File: config.mk
export PLATFORM = sky130hd
export DESIGN_NAME = gf2m_digit_serial_mult
export DESIGN_NICKNAME = d
export VERILOG_FILES = /design/src/rtl/gf2m_pkg.sv /design/src/rtl/gf2m_digit_serial_mult_clmul.sv /design/src/rtl/gf2m_digit_serial_mult.sv
export SDC_FILE = /design/constraint.sdc
export NUM_CORES = 2
export LEC_CHECK = 0
export ABC_AREA = 1
export ABC_CLOCK_PERIOD_IN_PS = 4100
export BUFFER_PORTS_ARGS = -buffer_cell sky130_fd_sc_hd__buf_2
export CAP_MARGIN = 15
export CORE_ASPECT_RATIO = 1.2
export CORE_MARGIN = 4
export CORE_UTILIZATION = 55
export CTS_CLUSTER_DIAMETER = 30
export DETAILED_ROUTE_END_ITERATION = 7
export PLACE_DENSITY = 0.74
export SLEW_MARGIN = 20
export SYNTH_ARGS = -nofsm -noshare
export SYNTH_HDL_FRONTEND = slang
export SYNTH_HIERARCHICAL = 1
export SYNTH_SLANG_ARGS = --single-unit
File: constraint.sdc
create_clock -name clk -period 4.1 [get_ports clk]
set_input_delay 0.205 -clock clk [delete_from_list [all_inputs] [get_ports clk]]
set_output_delay 0.205 -clock clk [all_outputs]
set_load 0.1 [all_outputs]
File: src/rtl/gf2m_pkg.sv
// Shared constants, FSM state type and sizing helper for the GF(2^m) digit-serial multiplier.
package gf2m_pkg;

    localparam logic [162:0] B163_POLY = 163'hC9;
    localparam logic [7:0]   AES_POLY  = 8'h1B;

    typedef enum logic [1:0] {
        IDLE,
        MULT,
        REDUCE,
        DONE
    } state_t;

    function automatic int unsigned calc_ndig(input int unsigned m, input int unsigned d);
        return (m + d - 1) / d;
    endfunction

endpackage

File: src/rtl/gf2m_digit_serial_mult_clmul.sv
// Combinational D x M carry-less multiply of one A digit against the full B operand.
module gf2_digit_clmul #(
    parameter int unsigned D = 8,
    parameter int unsigned M = 163
) (
    input  logic [D-1:0]   digit,
    input  logic [M-1:0]   b,
    output logic [D+M-2:0] prod
);

    localparam int unsigned PW = D + M - 1;

    always_comb begin
        prod = '0;
        for (int unsigned j = 0; j < D; j++) begin
            if (digit[j]) begin
                prod = prod ^ (PW'(b) << j);
            end
        end
    end

endmodule

File: src/rtl/gf2m_digit_serial_mult.sv
// Digit-serial GF(2)[x] multiplier with optional one-cycle reduction modulo x^M + POLY.
module gf2m_digit_serial_mult
    import gf2m_pkg::*;
#(
    parameter int unsigned   M    = 163,
    parameter int unsigned   D    = 8,
    parameter logic [M-1:0]  POLY = M'(B163_POLY)
) (
    input  logic           clk,
    input  logic           rst,
    input  logic           in_valid,
    output logic           in_ready,
    input  logic [M-1:0]   a,
    input  logic [M-1:0]   b,
    input  logic           reduce_en,
    output logic           out_valid,
    input  logic           out_ready,
    output logic [2*M-2:0] c,
    output logic           busy
);

    localparam int unsigned NDIG = calc_ndig(M, D);
    localparam int unsigned AW   = 2 * M - 1;
    localparam int unsigned PW   = D + M - 1;
    localparam int unsigned PADW = NDIG * D;
    localparam int unsigned CW   = $clog2(NDIG + 1);

    state_t        state, next_state;
    logic [M-1:0]  a_reg, b_reg;
    logic          red_reg;
    logic [AW-1:0] acc, acc_next;
    logic [CW-1:0] cnt;
    logic [PADW-1:0] a_pad;
    logic [D-1:0]  digit;
    logic [PW-1:0] prod;
    int unsigned   shamt;

    // Folds every bit above M-1 back in, top bit first, so later folds see earlier contributions.
    function automatic logic [M-1:0] reduce_poly(input logic [AW-1:0] v);
        logic [AW-1:0] r;
        logic [AW-1:0] f;
        r = v;
        f = AW'({1'b1, POLY});
        for (int unsigned k = AW - 1; k >= M; k--) begin
            if (r[k]) begin
                r = r ^ (f << (k - M));
            end
        end
        return r[M-1:0];
    endfunction

    always_ff @(posedge clk) begin
        if (rst) begin
            state <= IDLE;
        end else begin
            state <= next_state;
        end
    end

    always_comb begin
        next_state = state;
        case (state)
            IDLE:    if (in_valid) next_state = MULT;
            MULT:    if (cnt == CW'(NDIG - 1)) next_state = REDUCE;
            REDUCE:  next_state = DONE;
            DONE:    if (out_ready) next_state = IDLE;
            default: next_state = IDLE;
        endcase
    end

    always_comb begin
        in_ready  = 1'b0;
        out_valid = 1'b0;
        busy      = 1'b1;
        case (state)
            IDLE: begin
                in_ready = 1'b1;
                busy     = 1'b0;
            end
            DONE:    out_valid = 1'b1;
            default: ;
        endcase
    end

    // The final partial digit reads zeros above bit M-1 from the padded copy of A.
    always_comb begin
        a_pad    = PADW'(a_reg);
        shamt    = 32'(cnt) * D;
        digit    = a_pad[shamt +: D];
        acc_next = acc ^ (AW'(prod) << shamt);
    end

    gf2_digit_clmul #(
        .D(D),
        .M(M)
    ) u_clmul (
        .digit(digit),
        .b    (b_reg),
        .prod (prod)
    );

    always_ff @(posedge clk) begin
        if (rst) begin
            a_reg   <= '0;
            b_reg   <= '0;
            red_reg <= 1'b0;
            acc     <= '0;
            cnt     <= '0;
            c       <= '0;
        end else begin
            case (state)
                IDLE: begin
                    if (in_valid) begin
                        a_reg   <= a;
                        b_reg   <= b;
                        red_reg <= reduce_en;
                        acc     <= '0;
                        cnt     <= '0;
                    end
                end
                MULT: begin
                    acc <= acc_next;
                    cnt <= cnt + 1'b1;
                end
                REDUCE: begin
                    c <= red_reg ? AW'(reduce_poly(acc)) : acc;
                end
                default: ;
            endcase
        end
    end

endmodule

==> results of run 1 <==
metal layers:
| metal | global-route usage [%] | overflow |
|---|---|---|
| met1 | 58.1 | 1 |
| met2 | 78.7 | 23 |
| met3 | 18.5 | 0 |
| met4 | 48.2 | 12 |
| met5 | 3.24 | 0 |
cell families after synthesis:
| kind of cell | synth area share (%) |
|---|---|
| xor gates and xnor gates | 5.80 |
| and+or+nand+nor | 47.8 |
| adders and majority gates | 0.109 |
| DFF | 24.4 |
| AOI/OAI and AO/OA | 9.41 |
| buffers and inverters | 12.5 |
what timing repair did:
item	CTS
hold buffers	330
buffers inserted	4
endpoints found under the setup margin	250
gates cloned	5
pin swaps	10
hold endpoints to repair	427
gates resized for setup	224
stage by stage:
step           cell area, um^2  std cells  hold WS, ps  util, %  setup WS, ps
4_1_cts                 101000      17900          105     69.6         -95.3
2_1_floorplan            80700      14800          372        -           661
3_3_place_gp             89700      17200          450     61.7          -186
3_5_place_dp             89700      17200          452     61.7          -242
==> impl_results.md, run 1 <==
* Outcome: did not finish
* Failed at: global routing
* First error: [ERROR GRT-0116] Global routing finished with congestion. Check the congestion regions in the DRC Viewer.
* Synthesized cell area at 0.0807 mm^2
* Maximum clock path buffer count at 3
* Commonest cells in the synthesized netlist: nand2_1, nand3_1, inv_1
* Number of synthesized register bits at about 980
* Synth area leaders: nand2_1, dfxtp_1, nand3_1
* Async SR Flop Fraction at 0%
* I/O pin total at 659
* Syn Inst Count at 14800
* Final GP Congestion at 1.10
* Syn Nets at around 15000
* Root Buffer: clkbuf_16
* EDFF count, synth at 0
* Vias in the first global route at just over 100k
* Yosys top cell area share at 25.3%
* Synth Area per Inst at 5.44 um^2
* Leading area contributor after synthesis: nand2_1
* Most common cell in the synthesized netlist: nand2_1
* Port bufs at 658
* Ys Warns at 6
* First-pass GRT wire length at 611 mm
* HPWL Detailed at 279 mm
* Num CTS Buffers at 187
* Starting Density at 55.5%
* Die H at between 400 and 500 um
* Clock sinks at 984
* Distinct cells, synth at a little over 40
* Die W at approximately 360 um
* Pin count of the biggest net entering global routing at roughly 180
* Sequential area share after synthesis at between 20% and 30%
* Main synth FF type: dfxtp_1
* FP Rows at 153
* Htree depth at 4
* Overflow after GRT at 36
* GRT Total Usage at 52.6%
==> run 2: changes to the inputs <==
--- a/config.mk
+++ b/config.mk
@@ -9,12 +9,10 @@
 export ABC_CLOCK_PERIOD_IN_PS = 4100
 export BUFFER_PORTS_ARGS = -buffer_cell sky130_fd_sc_hd__buf_2
 export CAP_MARGIN = 15
-export CORE_ASPECT_RATIO = 1.2
 export CORE_MARGIN = 4
-export CORE_UTILIZATION = 55
-export CTS_CLUSTER_DIAMETER = 30
+export CORE_UTILIZATION = 40
 export DETAILED_ROUTE_END_ITERATION = 7
-export PLACE_DENSITY = 0.74
+export PLACE_DENSITY_LB_ADDON = 0.15
 export SLEW_MARGIN = 20
 export SYNTH_ARGS = -nofsm -noshare
 export SYNTH_HDL_FRONTEND = slang
==> impl_results.md, run 2 <==
* Root Buffer: clkbuf_16
* Number of synthesized register bits at 984 (unchanged)
* Starting Density at 40.3% (-15 points)
* HPWL Detailed at 296 mm (+6.1%)
* Slowest cell on the critical path: dfxtp_4
* Switching share of power at 54.7%
* Core Area at approximately 0.2 mm^2
* Distinct cells, synth at 41 (unchanged)
* Post-route DRC at 0
* Pin count of the biggest net entering global routing at 186
* Max-slew violations at 0
* RSZ-0062 raised after global routing: true
* Worst EP required at 4800 ps
* Worst slew pin tran at 1060 ps
* Outcome: complete, but fails checks
* Die area at between 0.2 and 0.25 mm^2
* Switching pwr at 39.4 mW
* Vias in the first global route at between 80000 and 90000
* Most common cell in the synthesized netlist: nand2_1
* P_int at 32.6 mW
* CP max stage delay at about 380 ps
* Leading area contributor after synthesis: nand2_1
* Most frequent cells in the layout: nand2_1, nand3_1, inv_1
* Worst skew pair latency at slightly above 800 ps
* ANT nets after route at 0
* First-pass GRT wire length at between 500 and 600 mm
* Sequential area share after synthesis at 24.4% (unchanged)
* Nets at 16300
* Vias per cell at 5.28
* Fin worst setup slack at -235 ps
* TritonCTS clock tree: built
* Top flop regs: acc x325, c x325
* Clock sinks at 984 (unchanged)
* DRT iter0 DRCs at 11800
* Final setup vio count at 225
* Fillers at 21100
* Syn Nets at 15200 (unchanged)
* Main synth FF type: dfxtp_1
* Synth area leaders: nand2_1, dfxtp_1, nand3_1
* Min Clock Period, post-route at ~4300 ps
* Initial antenna violation count at 11
* Yosys top cell area share at 25.3% (unchanged)
* Part of the power in combinational logic at 64.3%
* Synth Area per Inst at 5.44 um^2 (unchanged)
* Pwr Total at between 70 and 80 mW
* Port bufs at 658 (unchanged)
* Async SR Flop Fraction at 0% (unchanged)
* Maximum clock path buffer count at 3 (unchanged)
* Htree depth at 3 (-1)
* Final period utilization at 106%
* Die H at 457 um (+6.9%)
* Final GP Congestion at 1.10 (about the same)
* Commonest cells in the synthesized netlist: nand2_1, nand3_1, inv_1
* EDFF count, synth at 0 (unchanged)
* Failing checks: setup timing
* Worst Clk Skew at ~77 ps
* Die W at 457 um (+28%)
* DP Worst Slack at -347 ps (-105 ps)
* Crit start category: flip-flop
* Total Wirelength at 388 mm
* Worst VDD drop at 0.435 mV
* Overflow after GRT at 0
* Data arrival time of the worst path at ~5000 ps
* MaxCap Viol Count at 0
* Pwr Density at around 710 mW/mm^2
* FP Rows at 164 (+7.2%)
* Syn Inst Count at 14800 (unchanged)
* Hold WC Path Type: input pin to flip-flop
* CP Max Fanout at 17
* GRT Total Usage at between 30% and 40%
* Seq pwr share at around 21%
* Commonest non-fill, non-tap cell in the layout: nand2_1
* Setup Crit Path Kind: flip-flop to flip-flop
* Achievable frequency at 231 MHz
* Relative slew slack at 29.5%
* CTS clk-pin slew, worst paths at 70 ps
* I/O pin total at 659 (unchanged)
* CP endpoint kind: flip-flop
* Pleak at 53.0 nW
* Clock Power Share at 15.2%
* Final hold viol count at 0
* TritonRoute pass-1 iters at 8
* Synthesized cell area at 0.0807 mm^2 (unchanged)
* CP dominant cell by count: nand2_1
* Num CTS Buffers at 113 (-40%)
* Wire per inst at 20.8 um
* Via count at between 90000 and 100k
* Area grow syn2layout at 25.8%
* Ys Warns at 6 (unchanged)
* Layout cells sized above 1 at 14.2%
-- run 2: logic make-up after synthesis --
group	synth area share (%)
fa+ha+maj	0.109
compound gates	9.41
simple gates	47.8
flops	24.4
xor+xnor	5.80
buf+inv	12.5
-- run 2: metal layers --
| layer | wire length, um | vias up | GRT usage, % |
|---|---|---|---|
| li1 | - | 48800 | - |
| met1 | 165000 | 44800 | 46.7 |
| met2 | 163000 | 4296 | 53.5 |
| met3 | 36200 | 701 | 6.72 |
| met4 | 24000 | 2 | 18.7 |
| met5 | 9 | - | 0 |
-- run 2: worst paths after layout --
path | from | endpoint | slack [ps] | cells after the start
max reg2reg | cnt[0] | acc[161] | -240 | 29
min | a[68] | a_reg[68] | 190 | 4
min reg2reg | c[178] | c[178] | 460 | 2
max | cnt[0] | acc[161] | -240 | 29
-- run 2: power by group through the flow --
stage | Clock, mW | Combinational, mW | Sequential (mW)
2_1_floorplan | 0 | 20.8 | 16.8
4_1_cts | 11.0 | 44.0 | 14.7
6_report | 10.9 | 46.3 | 14.8
3_5_place_dp | 0 | 42.7 | 14.9
5_1_grt | 11.4 | 49.1 | 15.0
3_3_place_gp | 0 | 42.5 | 14.9
-- run 2: final cells by class --
class                      count  area [um^2]  share of cell area (%)
multi-input combinational  11400        52500                    51.7
sequential                   984        19700                    19.4
timing repair buffer        2025        16600                    16.3
inverter                    1453         5500                    5.42
tap                         2656         3320                    3.27
clock buffer                 142         3130                    3.08
clock inverter                68          790                   0.778
antenna                        6         15.0                  0.0148
-- run 2: critical path, delay by kind of cell, from the launching register on --
family / cells / cell delay [ps]
buffers and inverters: 8 / 1270
AO/OA/AOI/OAI: 4 / 640
flip-flops: 1 / 380
AND/OR/NAND/NOR: 17 / 1890
-- run 2: stage by stage --
| step | util [%] | instance area [um^2] | setup TNS (ps) | hold WS, ps | instances |
|---|---|---|---|---|---|
| after global placement | 45.8 | 91700 | -35770 | 450 | 18100 |
| after floorplan | - | 80700 | 0 | 372 | 14800 |
| after global routing | 50.7 | 102000 | -81010 | 204 | 18700 |
| after detailed placement | 45.8 | 91700 | -43060 | 453 | 18100 |
| final | 50.7 | 102000 | -16020 | 188 | 18700 |
| after CTS | 50.0 | 100000 | -3220 | 130 | 18600 |
-- run 2: what timing repair did --
action	CTS	global route
resized for setup	232	197
endpoints found under the hold margin	416	0
hold buffers	351	0
setup buffers	8	24
cloned	2	15
pin swaps	17	32
endpoints found under the setup margin	291	317
(Power assumes the default switching activity.)
